==> src/rtl/line_pkg.sv <==
// Shared types and defaults for the Bresenham line rasteriser.
package line_pkg;

   localparam int unsigned DEFAULT_COORD_W = 11;

   typedef enum logic [1:0] {
      S_IDLE,
      S_INIT,
      S_DRAW,
      S_DONE
   } line_state_t;

   // Error-term type: two bits wider than a coordinate so 2*err never wraps.
   typedef logic signed [DEFAULT_COORD_W+1:0] line_err_t;

endpackage

==> src/rtl/bresenham_step.sv <==
// One Bresenham iteration: advances the current point toward the end point
// and returns the updated error term. Purely combinational.
module bresenham_step #(
   parameter int unsigned COORD_W = 11
) (
   input  logic [COORD_W-1:0]        cur_x,
   input  logic [COORD_W-1:0]        cur_y,
   input  logic signed [COORD_W+1:0] err,
   input  logic signed [COORD_W+1:0] dx,
   input  logic signed [COORD_W+1:0] dy,
   input  logic                      sx,
   input  logic                      sy,
   output logic [COORD_W-1:0]        next_x,
   output logic [COORD_W-1:0]        next_y,
   output logic signed [COORD_W+1:0] next_err
);

   logic signed [COORD_W+1:0] e2;
   logic                      step_x;
   logic                      step_y;

   // Both axis decisions look at the error before this step's updates.
   always_comb begin
      e2       = err <<< 1;
      step_x   = (e2 >= dy);
      step_y   = (e2 <= dx);
      next_err = err;
      next_x   = cur_x;
      next_y   = cur_y;
      if (step_x) begin
         next_err = next_err + dy;
         next_x   = sx ? cur_x + COORD_W'(1) : cur_x - COORD_W'(1);
      end
      if (step_y) begin
         next_err = next_err + dx;
         next_y   = sy ? cur_y + COORD_W'(1) : cur_y - COORD_W'(1);
      end
   end

endmodule

==> src/rtl/line_drawer.sv <==
// Bresenham line rasteriser: latches two endpoints on start and emits one
// pixel coordinate per clock until the end point has been produced.
module line_drawer
   import line_pkg::*;
#(
   parameter int unsigned COORD_W = DEFAULT_COORD_W
) (
   input  logic               clk,
   input  logic               reset,
   input  logic               start,
   input  logic [COORD_W-1:0] x0,
   input  logic [COORD_W-1:0] y0,
   input  logic [COORD_W-1:0] x1,
   input  logic [COORD_W-1:0] y1,
   output logic [COORD_W-1:0] x,
   output logic [COORD_W-1:0] y,
   output logic               pixel_valid,
   output logic               busy,
   output logic               done
);

   localparam int unsigned EW = COORD_W + 2;
   typedef logic signed [EW-1:0] err_t;

   line_state_t        state;
   line_state_t        state_next;

   logic [COORD_W-1:0] beg_x;
   logic [COORD_W-1:0] beg_y;
   logic [COORD_W-1:0] end_x;
   logic [COORD_W-1:0] end_y;
   logic [COORD_W-1:0] cur_x;
   logic [COORD_W-1:0] cur_y;
   logic [COORD_W-1:0] next_x;
   logic [COORD_W-1:0] next_y;

   err_t               dx;
   err_t               dy;
   err_t               err;
   err_t               next_err;
   err_t               diff_x;
   err_t               diff_y;
   err_t               dx_init;
   err_t               dy_init;

   logic               sx;
   logic               sy;
   logic               at_end;

   // Setup arithmetic on the latched endpoints, used only in S_INIT.
   always_comb begin
      diff_x  = $signed({2'b00, end_x}) - $signed({2'b00, beg_x});
      diff_y  = $signed({2'b00, end_y}) - $signed({2'b00, beg_y});
      dx_init = diff_x[EW-1] ? -diff_x : diff_x;
      dy_init = diff_y[EW-1] ? diff_y : -diff_y;
      at_end  = (cur_x == end_x) && (cur_y == end_y);
   end

   bresenham_step #(
      .COORD_W (COORD_W)
   ) u_step (
      .cur_x    (cur_x),
      .cur_y    (cur_y),
      .err      (err),
      .dx       (dx),
      .dy       (dy),
      .sx       (sx),
      .sy       (sy),
      .next_x   (next_x),
      .next_y   (next_y),
      .next_err (next_err)
   );

   // State register plus endpoint, step and current-point registers.
   always_ff @(posedge clk) begin
      if (reset) begin
         state <= S_IDLE;
         beg_x <= '0;
         beg_y <= '0;
         end_x <= '0;
         end_y <= '0;
         cur_x <= '0;
         cur_y <= '0;
         dx    <= '0;
         dy    <= '0;
         err   <= '0;
         sx    <= 1'b0;
         sy    <= 1'b0;
      end else begin
         state <= state_next;
         case (state)
            S_IDLE: begin
               if (start) begin
                  beg_x <= x0;
                  beg_y <= y0;
                  end_x <= x1;
                  end_y <= y1;
               end
            end
            S_INIT: begin
               dx    <= dx_init;
               dy    <= dy_init;
               err   <= dx_init + dy_init;
               sx    <= (beg_x < end_x);
               sy    <= (beg_y < end_y);
               cur_x <= beg_x;
               cur_y <= beg_y;
            end
            S_DRAW: begin
               if (!at_end) begin
                  cur_x <= next_x;
                  cur_y <= next_y;
                  err   <= next_err;
               end
            end
            default: ;
         endcase
      end
   end

   // Next-state and status outputs.
   always_comb begin
      state_next  = state;
      pixel_valid = 1'b0;
      busy        = 1'b0;
      done        = 1'b0;
      case (state)
         S_IDLE: begin
            if (start) state_next = S_INIT;
         end
         S_INIT: begin
            busy       = 1'b1;
            state_next = S_DRAW;
         end
         S_DRAW: begin
            busy        = 1'b1;
            pixel_valid = 1'b1;
            if (at_end) state_next = S_DONE;
         end
         S_DONE: begin
            done       = 1'b1;
            state_next = S_IDLE;
         end
         default: state_next = S_IDLE;
      endcase
   end

   assign x = cur_x;
   assign y = cur_y;

endmodule

==> config.mk <==
export PLATFORM = sky130hd
export DESIGN_NAME = line_drawer
export DESIGN_NICKNAME = d
export VERILOG_FILES = /design/src/rtl/line_pkg.sv /design/src/rtl/bresenham_step.sv /design/src/rtl/line_drawer.sv
export SDC_FILE = /design/constraint.sdc
export NUM_CORES = 1
export LEC_CHECK = 0
export BUFFER_PORTS_ARGS = -buffer_cell sky130_fd_sc_hd__buf_2
export CORE_AREA = 2 2 165 119
export CTS_CLUSTER_SIZE = 24
export DETAILED_ROUTE_END_ITERATION = 12
export DIE_AREA = 0 0 167 121
export MAX_ROUTING_LAYER = met4
export PLACE_DENSITY = 0.67
export SLEW_MARGIN = 20
export SYNTH_ARGS = -nofsm -noshare
export SYNTH_HDL_FRONTEND = slang
export SYNTH_SLANG_ARGS = --single-unit
==> constraint.sdc <==
create_clock -name clk -period 7.8 [get_ports clk]
set_input_delay 0.39 -clock clk [delete_from_list [all_inputs] [get_ports clk]]
set_output_delay 0.39 -clock clk [all_outputs]
set_load 0.01 [all_outputs]
==> metrics.cfg <==
[cts]
clkSlewWorstSetupHoldPaths_ns=0.08
htreeDepth=3
clock_path_buffers=2
root_buffer=clkbuf_16
cts_setup_buffers=0
insertion_delay_ns=0.36
cts_buffers=9
post_cts_resized=0
clock_sinks=108
cts_tree=done
hold_buffers=0

[sta]
finalHoldViolations=0
setup_tns_ns=0
max_freq_mhz=174
hold-worst-slack_ns=0.261
setup_viol=0
slew_headroom=0.382
min_period_over_period=0.737
drv_slew=0
tightestPinTransition_ns=0.927
fin_worst_skew_ns=0.0116
grt_setup_unrepaired=false
min_period_ns=5.75

[die]
ios=72
die_w_microns=167
core_sq_um=18600
die_h_microns=121
start_util=0.494
rows=42
dieArea_sq_um=20200

[synthesis]
synth_nets=1342
async_flop_share=0
yosysTopAreaCellShare=0.236
yosysWarningCount=0
synth.area.top_cells=dfxtp_1 24%, ha_1 14%, xnor2_1 6.1%
synth_edf_count=0
synth_common_cells=138 x nand2_1, 122 x nor2_1, 108 x a21oi_1, 108 x dfxtp_1, 104 x ha_1
synth.most_common_cell=nand2_1
syn-cell-area_sq_um=9160
yosys_most_used_dff=dfxtp_1
synth_cell_types=74
synth.avg_cell_area_sq_um=7.74
synth.yosys.seq_area_share=0.236
yosysTopAreaCell=dfxtp_1
ys_seq_elements=108
syn_inst=1184

[worst_setup_path]
cp_max_fo=19
worst_ep_required_time_ns=8.05
worst-setup-path-type=reg2reg
crit_path_cell_trace=inv_1 -> ha_1 -> nor2b_1 -> o21a_1 -> o21a_1 -> o211ai_1 -> a31oi_1 -> nor2_1 -> buf_4 -> mux2i_1 -> ha_1 -> a21o_1 -> a21o_1 -> a2111oi_0 -> o21ai_0 -> o41ai_1 -> xnor2_1 -> nand2_1 -> xor3_1 -> and2_1 -> a2111oi_2
slowest_stage=a2111oi_0
arrival_ns=6.00
endpoint_kind=flop
cpPeakStageDelay_ns=0.74
worstSetupStartpointType=flop

[finish]
area_growth_pct=9.40
multiInputGateArea_sq_um=6470
fill_cells=1785
final_cell_area_sq_um=10000
diodes=0
fin_nets=1389
drive_gt1_frac=0.104
final-seq-area_sq_um=2160

[routing]
firstDrtPassIters=5
vias_per_cell=5.67
drc=0
routed_wl_microns=24500
drt_iter0_drc=903
route.vias.total=8375
ant_nets=0
wl_per_cell_microns=16.5

[global_route]
grt_first_pass_wirelength_microns=40000
grt-ovfl-total=0
grt_max_degree=68
antenna_found_initial=0
grt_pass1_vias=7604
grt_usage=0.250

[place]
gp_congestion=0.896
dpl.hpwl_microns=18800
postPlaceCellArea_sq_um=9730
port_buffers=71

[worst_hold_path]
hold_class=in2reg

[job]
drv_cap=0

[run_status]
outcome=completed

==> routing by layer <==
metal | global-route usage | vias to the layer above | share of wire
met2 | 0.365 | 216 | 0.42
met5 | - | - | 0
met1 | 0.371 | 3891 | 0.51
met3 | 0.0356 | 18 | 0.058
li1 | - | 4250 | -
met4 | 0.0415 | 0 | 0.010
==> path summary, 6_finish.rpt <==
kind                            cells after the start  slack [ns]       from        end
worst min register to register                      2        0.47  beg_y[10]  beg_y[10]
worst max-delay path                               21        2.05      dy[1]    err[11]
worst max register to register                     21        2.05      dy[1]    err[11]
worst min-delay path                                3        0.26      y0[4]   beg_y[4]
==> critical path, delay by kind of cell (launching register included) <==
kind | cells | cell delay, ns
buf+inv | 2 | 0.35
compound gates | 10 | 2.88
flops | 1 | 0.38
simple gates | 4 | 0.54
xor+xnor | 2 | 0.56
mux | 1 | 0.33
fa+ha+maj | 2 | 0.58
==> sequential cells by signal, summed over array words and instances (netlist names), 11 cells and up <==
signal and flops:
beg_x 11, beg_y 11, dx 13, dy 13, end_x 11, end_y 11
err 12, x 11, y 11
==> cells in the final DEF, fill, tap and decap left out, drive strengths merged, types with 5 or more instances in the layout <==
| cell | Yosys | layout |
|---|---|---|
| nor3 | 23 | 23 |
| inv | 95 | 99 |
| nor2 | 122 | 122 |
| o21bai | 11 | 11 |
| nand4 | 9 | 9 |
| dfxtp | 108 | 108 |
| nor2b | 20 | 20 |
| clkbuf | 38 | 9 |
| o211ai | 14 | 14 |
| a21boi | 6 | 6 |
| xnor2 | 64 | 64 |
| o31ai | 5 | 5 |
| and2 | 5 | 5 |
| or3 | 5 | 5 |
| a211oi | 35 | 35 |
| buf | 7 | 81 |
| o21ai | 46 | 46 |
| mux2i | 34 | 34 |
| a311oi | 10 | 10 |
| and3 | 7 | 7 |
| xor2 | 18 | 18 |
| nand2 | 138 | 138 |
| o21a | 14 | 14 |
| a2111oi | 6 | 6 |
| a21oi | 109 | 109 |
| fa | 7 | 7 |
| a21o | 22 | 22 |
| or2 | 11 | 11 |
| nand3 | 11 | 11 |
| nand2b | 19 | 19 |
| ha | 104 | 104 |
==> cell type report <==
cell class | count | area share
Multi-Input combinational cell | 936 | 0.646
Sequential cell | 108 | 0.216
Clock buffer | 9 | 0.0225
Tap cell | 242 | 0.0302
Timing Repair Buffer | 81 | 0.0432
Clock inverter | 7 | 0.00674
Inverter | 95 | 0.0356
==> stage by stage <==
stage               setup WS [ns]  std cells  utilization
floorplan                    3.02       1184            -
global placement             2.36       1462        0.524
detailed placement           2.18       1462        0.524
CTS                          2.11       1478        0.540
global route                 1.69       1478        0.540
finish                       2.05       1478        0.540
==> cell families after synthesis <==
family,count (synthesis),synth area share
multiplexers,38,0.0421
buffers and inverters,140,0.0575
AO/OA/AOI/OAI,315,0.230
AND/OR/NAND/NOR,389,0.195
adder cells (fa/ha/maj),111,0.157
XOR/XNOR,83,0.0810
flip-flops,108,0.236
Power is left out: the tool's default activity adds up to more than one toggle a clock period on the data nets, which glitch-free logic cannot reach.
